--- config.mk ---
export PLATFORM = sky130hd
export DESIGN_NAME = bin2bcd
export DESIGN_NICKNAME = d
export VERILOG_FILES = /design/src/rtl/bin2bcd_pkg.sv /design/src/rtl/bin2bcd_digit.sv /design/src/rtl/bin2bcd.sv
export SDC_FILE = /design/constraint.sdc
export NUM_CORES = 1
export LEC_CHECK = 0
export CAP_MARGIN = 10
export CELL_PAD_IN_SITES_DETAIL_PLACEMENT = 2
export CELL_PAD_IN_SITES_GLOBAL_PLACEMENT = 2
export CORE_UTILIZATION = 30
export CTS_CLUSTER_SIZE = 20
export DETAILED_ROUTE_END_ITERATION = 7
export GPL_TIMING_DRIVEN = 0
export PLACE_DENSITY_LB_ADDON = 0.1
export SYNTH_ARGS = -nofsm -noshare
export SYNTH_HDL_FRONTEND = slang
export SYNTH_HIERARCHICAL = 1
export SYNTH_SLANG_ARGS = --single-unit
--- constraint.sdc ---
create_clock -name clk -period 4.1 [get_ports clk]
set_input_delay 0.41 -clock clk [delete_from_list [all_inputs] [get_ports clk]]
set_output_delay 0.41 -clock clk [all_outputs]
set_load 0.005 [all_outputs]
--- src/rtl/bin2bcd_pkg.sv ---
`default_nettype none
// ============================================================================
// Module      : bin2bcd_pkg
// Description : Shared types and helpers for the bin2bcd converter: FSM
//               state encoding and the BCD output width function.
// Revision    : 1.0 - initial release
// ============================================================================
package bin2bcd_pkg;

  // Converter FSM states, explicitly encoded in two bits
  typedef enum logic [1:0] {
    IDLE = 2'd0,
    OP   = 2'd1,
    DONE = 2'd2
  } state_t;

  // Number of BCD output bits needed to hold any w-bit unsigned value
  function automatic int bcd_width(input int w);
    return w + (w - 4) / 3 + 1;
  endfunction

endpackage
`default_nettype wire

--- src/rtl/bin2bcd_digit.sv ---
`default_nettype none
// ============================================================================
// Module      : bin2bcd_digit
// Description : One double-dabble correction cell. Adds 3 to a BCD digit
//               that is 5 or more so the following left shift carries
//               correctly into the next decimal digit.
// Revision    : 1.0 - initial release
// ============================================================================
module bin2bcd_digit (
  input  logic [3:0] din,
  output logic [3:0] dout
);

  // Pre-shift correction: digits 5..9 become 8..12
  always_comb begin
    dout = (din >= 4'd5) ? (din + 4'd3) : din;
  end

endmodule
`default_nettype wire

--- src/rtl/bin2bcd.sv ---
`default_nettype none
// ============================================================================
// Module      : bin2bcd
// Description : Sequential shift-add-3 (double-dabble) binary to packed BCD
//               converter. One conversion takes W+2 cycles: accept, W
//               shift cycles, and a result/handshake cycle.
//               Compile-time option: define BIN2BCD_ERR_EN to add the err
//               output flagging start requests made while busy.
// Revision    : 1.0 - initial release
// ============================================================================
module bin2bcd
  import bin2bcd_pkg::*;
#(
  parameter  int W  = 8,
  localparam int BW = bcd_width(W)
) (
  input  logic          clk,
  input  logic          reset,
  input  logic          start,
  input  logic [W-1:0]  bin,
  output logic          ready,
  output logic          done_tick,
  output logic [BW-1:0] bcd
`ifdef BIN2BCD_ERR_EN
  ,
  output logic          err
`endif
);

  // Accumulator is kept in whole digits; the top digit is only partly
  // exported on bcd, its unused bits are always zero.
  localparam int c_ND = (BW + 3) / 4;
  localparam int c_AW = 4 * c_ND;
  localparam int c_CW = $clog2(W + 1);
  localparam logic [c_CW-1:0] c_ONE   = c_CW'(1);
  localparam logic [c_CW-1:0] c_SHIFT = c_CW'(W);

  state_t            r_state;
  state_t            w_next;
  logic [W-1:0]      r_sr;
  logic [c_AW-1:0]   r_acc;
  logic [c_AW-1:0]   w_adj;
  logic [c_CW-1:0]   r_cnt;
  logic [BW-1:0]     r_bcd;
  logic              r_done;
  logic              w_load;
  logic              w_shift;
  logic              w_finish;

  // One correction cell per accumulator digit
  for (genvar k = 0; k < c_ND; k++) begin : g_digit
    bin2bcd_digit u_digit (
      .din  (r_acc[4*k +: 4]),
      .dout (w_adj[4*k +: 4])
    );
  end

  // State register
  always_ff @(posedge clk or posedge reset) begin
    if (reset) r_state <= IDLE;
    else       r_state <= w_next;
  end

  // Next-state logic: leave OP on the cycle performing the last shift
  always_comb begin
    w_next = r_state;
    case (r_state)
      IDLE:    if (start) w_next = OP;
      OP:      if (r_cnt == c_ONE) w_next = DONE;
      DONE:    w_next = IDLE;
      default: w_next = IDLE;
    endcase
  end

  // Output and datapath control decode
  always_comb begin
    ready    = (r_state == IDLE);
    w_load   = (r_state == IDLE) && start;
    w_shift  = (r_state == OP);
    w_finish = (r_state == DONE);
  end

  // Datapath: capture operand, shift-add-3 per cycle, publish result in DONE
  always_ff @(posedge clk or posedge reset) begin
    if (reset) begin
      r_sr   <= '0;
      r_acc  <= '0;
      r_cnt  <= '0;
      r_bcd  <= '0;
      r_done <= 1'b0;
    end else begin
      r_done <= w_finish;
      if (w_load) begin
        r_sr  <= bin;
        r_acc <= '0;
        r_cnt <= c_SHIFT;
      end else if (w_shift) begin
        r_sr  <= r_sr << 1;
        r_acc <= (w_adj << 1) | c_AW'(r_sr[W-1]);
        r_cnt <= r_cnt - c_ONE;
      end
      if (w_finish) r_bcd <= r_acc[BW-1:0];
    end
  end

  assign done_tick = r_done;
  assign bcd       = r_bcd;

`ifdef BIN2BCD_ERR_EN
  logic r_err;

  // Flag a start request that arrives while a conversion is in progress
  always_ff @(posedge clk or posedge reset) begin
    if (reset) r_err <= 1'b0;
    else       r_err <= start & ~ready;
  end

  assign err = r_err;
`endif

endmodule
`default_nettype wire

=== Yosys cells after proc, flatten, opt, wreduce, memory -nomap -nowiden ===
Index checks and enable logic that the tools add are counted.

* $add $sub $neg: 4
* $lt $le $gt $ge: 3
* Equal/unequal tests: 5
* Multiplexer cells: 12
* Bitwise logic cells: 1
* Reduce and logical (&&, ||, !) cells: 4

{| class="wikitable"
|+ Operator list
! kind !! number
|-
| 12-bit two-way mux || 2
|-
| 4-bit two-way mux || 4
|-
| 8-bit two-way mux || 2
|-
| 4-bit by 3-bit greater-or-equal comparator with 1-bit output (second input constant) || 3
|-
| 12-bit by 1-bit bitwise OR with 12-bit output || 1
|-
| 4-bit by 2-bit adder with 4-bit output (second input constant) || 2
|-
| 4-bit by 1-bit == test with 1-bit output (second input constant) || 1
|-
| 2-bit two-way mux || 2
|-
| 2-bit one-hot mux with 2 select lines || 1
|-
| 4-bit by 1-bit subtractor with 4-bit output (second input constant) || 1
|-
| 3-bit by 2-bit adder with 3-bit output (second input constant) || 1
|-
| 3-bit two-way mux || 1
|-
| 2-bit by 1-bit == test with 1-bit output (second input constant) || 1
|-
| 2-bit == test (second input constant) || 1
|-
| 2-bit zero test || 1
|-
| 2-bit by 1-bit inequality test with 1-bit output (second input constant) || 1
|-
| 2-bit inequality test (second input constant) || 1
|-
| 2-bit AND reduction || 1
|-
| 2-bit nonzero test || 1
|-
| 1-bit logical AND || 1
|}

* Register bits: 37
* Input port bits: 11
* Output and inout port bits: 12
* Word-level logic and storage cells: 35

=== Depth between registers and ports, before layout ===
Gate-level depths: netlist of the first run.

* Depth after elaboration: 5
* Gate-level depth with buffers: 6
* Mapped depth without buffers: 6

=== Hierarchy ===
The synthesis of the first run kept the hierarchy.

{| class="wikitable"
|+ By module, submodules not included
! module !! times used !! cells an instance !! area an instance (sq um) !! seq. area each (sq um)
|-
| bin2bcd || 1 || 119 || 1501.4 || 925.9
|-
| bin2bcd_digit || 3 || 16 || 101.3 || 0.0
|}

=== Worst setup path after synthesis of the first run ===
No wires, ideal clock.

* Path kind: reg2reg
* Start point: reg r_acc[0]
* End point: reg r_acc[2]
* Library setup time: 121 ps
* Arrival: 1220 ps
* Data required time: 3979 ps
* Setup slack: 2759 ps
* Cell stages (with the launch flop): 6
* Buffers on the path: 0
* Period minus slack after synthesis: 1341 ps
* Cells stage by stage: dfrtp_1 > ha_1 > nand2b_1 > a21oi_2 > mux2i_1 > a22o_1

* Cells in the longest elaborated chain, start to end: 5
* Elaborated cells between the ends (all ways): 6
* Those cells by class: 1 x add/sub; 1 x order compare; 3 x mux; 1 x bitwise

{| class="wikitable"
|+ RTL lines
! item !! line !! text
|-
| start, declared || bin2bcd.sv:41 || <nowiki>logic [c_AW-1:0] r_acc;</nowiki>
|-
| start signal, assigned || bin2bcd.sv:99 || <nowiki>r_acc <= (w_adj << 1) | c_AW'(r_sr[W-1]);</nowiki>
|-
| 4-bit by 2-bit adder with 4-bit output or 4-bit by 3-bit greater-or-equal comparator with 1-bit output (tied branches) || bin2bcd_digit.sv:16 || <nowiki>dout = (din >= 4'd5) ? (din + 4'd3) : din;</nowiki>
|-
| 4-bit two-way mux (*) || bin2bcd_digit.sv:16 ||
|-
| net w_adj[1] || bin2bcd.sv:42 || <nowiki>logic [c_AW-1:0] w_adj;</nowiki>
|-
| 12-bit by 1-bit bitwise OR with 12-bit output (*) || bin2bcd.sv:99 ||
|-
| 12-bit two-way mux (*) || bin2bcd.sv:97 || <nowiki>end else if (w_shift) begin</nowiki>
|-
| 12-bit two-way mux (*) || bin2bcd.sv:93 || <nowiki>if (w_load) begin</nowiki>
|}

Mark *: on every way through the listed nets, which the timed path passes. The rest lies on a longest branch. The select of a mux whose other input is x is not followed.
A chain may end at the register's enable or synchronous reset.

=== Final worst setup path of the first run ===
* Start point: reg r_state[0]
* End point: out ready

* Cells in the longest elaborated chain, start to end: 1

{| class="wikitable"
|+ RTL lines
! item !! line !! text
|-
| start, declared || bin2bcd.sv:38 || <nowiki>state_t r_state;</nowiki>
|-
| start signal, assigned || bin2bcd.sv:61 || <nowiki>else r_state <= w_next;</nowiki>
|-
| 2-bit zero test || bin2bcd.sv:77 || <nowiki>ready = (r_state == IDLE);</nowiki>
|-
| end, declared || bin2bcd.sv:21 || <nowiki>output logic ready,</nowiki>
|}

Every way passes these cells.

==> flow_metrics.tcl, run 1 <==
set metrics [dict create \
    worstPathArrival_ns 1.57 \
    leakage_uw 0.001052 \
    first_global_vias 1457 \
    syn_avg_cell_area_sq_um 10.95 \
    cts-buffers-inserted 5 \
    hold_depth 1 \
    avgViaCountPerCell 5.053 \
    fin_nets 211 \
    hold_path_end "bcd[6]" \
    grt_overflow_total 0 \
    totalPowerFinal_uw 1580 \
    place_hpwl_um 2948 \
    grt_first_pass_wirelength_um 6927 \
    start_util 0.3184 \
    cts_hold_buf 0 \
    r2r_slack_ns 2.61 \
    worst_clock_skew_ns 0.009046 \
    end_kind "output port" \
    max_freq_ghz 0.5049 \
    wl_per_cell_um 15.28 \
    grt.total_usage 0.1457 \
    worstPathMaxFanout 10 \
    rsz0062_at_grt "no" \
    netlist_area_sq_um 1785 \
    drt_iter0_markers 40 \
    die_y_um 79.15 \
    worstHoldStart "bcd[6]" \
    antennaDiodeCount 0 \
    dp.cells 257 \
    powerDensity_nw_per_um2 723.9 \
    netlist_instances 163 \
    cts.sinks 37 \
    cts_max_level 2 \
    synth_fp_nets 182 \
    coreArea_sq_um 5608 \
    finalSetupViolCount 0 \
    drc 0 \
    maxCapViolCount 0 \
    wl_met3_um 126 \
    cts_tree "done" \
    num_rows 27 \
    final_area_sq_um 2182 \
    max_slew_margin 0.4743 \
    wirelength_um 4035 \
    top_layer "met4" \
    placed_area_sq_um 2096 \
    port_buffers 22 \
    synthToLayoutAreaGrowth_pct 22.21 \
    hold_viol 0 \
    finalCritPeriodShare 0.4830 \
    r2r-end "r_acc[1]" \
    cp.required_ns 3.69 \
    grt_max_degree 38 \
    m1WireLength_um 1841 \
    worstSetupPathType "flip-flop to output port" \
    tightest_slew_ns 0.7875 \
    antenna_found_initial 0 \
    rr_worst_depth 6 \
    cts_buffer_depth 2 \
    fillers 621 \
    clk_pin_slew_ns 0.07 \
    instances_no_fill 264 \
    min_path_type "flip-flop to flip-flop" \
    setup_tns_ns 0 \
    drive_gt1_frac 0.09896 \
    met2_length_um 2014 \
    post_cts_buffers 0 \
    cts-resized-gates 0 \
    cts-root-buf "clkbuf_8" \
    status "completed" \
    dieArea_sq_um 6264 \
    pin_count 23 \
    route.vias.total 1334 \
    clk_latency_ns 0.28 \
    gp_congestion 0.6541 \
    ant_nets 0 \
    worst_r2r_startpoint "r_acc[0]" \
    yosysWarnings 6 \
    die_w_um 79.15 \
    dr.pass1.iters 4 \
    vdd_drop_max_mv 0.2317 \
    crit_path_start_kind "flip-flop" \
    min_period_ns 1.980 \
    maxSlewViolCount 0 \
]
-- layout by cell type, fill, tap and decap left out, types with 7 or more instances in the layout --
cell type         n
mux2_1           10
nand2_1          21
ha_1              8
dfrtp_1          37
o21ai_1          11
inv_1             8
a21oi_1           7
clkdlybuf4s50_1  22
a22o_1           13
and3b_1           7
-- final cells by class --
| class | count | area (sq um) | share of cell area |
|---|---|---|---|
| Buffer | 7 | 37.54 | 0.01720 |
| Inverter | 9 | 33.78 | 0.01548 |
| Tap cell | 72 | 90.09 | 0.04128 |
| Timing Repair Buffer | 22 | 220.2 | 0.1009 |
| Multi-Input combinational cell | 110 | 788.3 | 0.3612 |
| Clock buffer | 7 | 86.33 | 0.03956 |
| Sequential cell | 37 | 925.9 | 0.4243 |
-- worst max-delay path by stage --
stage               start        end  slack [ns]  cells after the start
2_1_floorplan    r_acc[0]   r_acc[2]        2.76                      5
3_3_place_gp        reset  r_acc[11]        2.00                      2
3_5_place_dp        start    r_sr[3]        2.16                      5
4_1_cts        r_state[0]      ready        2.10                      3
5_1_grt        r_state[0]      ready        2.02                      3
6_report       r_state[0]      ready        2.12                      3
-- routing by layer --
layer / GRT usage / vias up
met2: 0.2569 / 27
li1: - / 624
met1: 0.1687 / 678
met3: 0.03793 / 5
met5: 0 / -
met4: 0.05273 / 0
-- state kept, by name, summed over array words and instances (netlist names) --
signal / cells
r_acc: 12
bcd: 10
r_sr: 8
r_cnt: 4
r_state: 2
done_tick: 1
-- per-stage QoR --
step	hold WS [ns]	util	setup WS [ns]
2_1_floorplan	0.4559	-	2.759
3_3_place_gp	0.4660	0.3737	1.998
3_5_place_dp	0.4801	0.3737	2.164
4_1_cts	0.4960	0.3891	2.100
5_1_grt	0.5065	0.3891	2.022
6_report	0.4881	0.3891	2.120
-- power by group --
group	internal [uW]	switching (uW)	total, uW
registers	508	128	636
clock network	133	124	258
logic	357	329	685
total	998	581	1580
-- critical path, cell delays in order (launching register included) --
cell,delay [ns]
dfrtp_1,0.42
buf_2,0.19
nor2_1,0.15
clkdlybuf4s50_1,0.52
Note: power is estimated with default switching activity, not from simulation.
==> run 2, diff against run 1 <==
Clock period 4.1 ns to 2 ns, I/O delays scaled along.
==> results of run 2 <==
Same layout as run 1 (identical final DEF). Status: completed.
Main changes from that run: setup slack after placement 2.164 ns -> 0.2744 ns; setup slack after layout 2.120 ns -> 0.2296 ns; hold slack 0.4881 ns -> 0.3866 ns; register-to-register setup slack 2.61 ns -> 0.51 ns; total power 1580 uW -> 3238 uW; worst IR drop on VDD 0.2317 mV -> 0.4749 mV
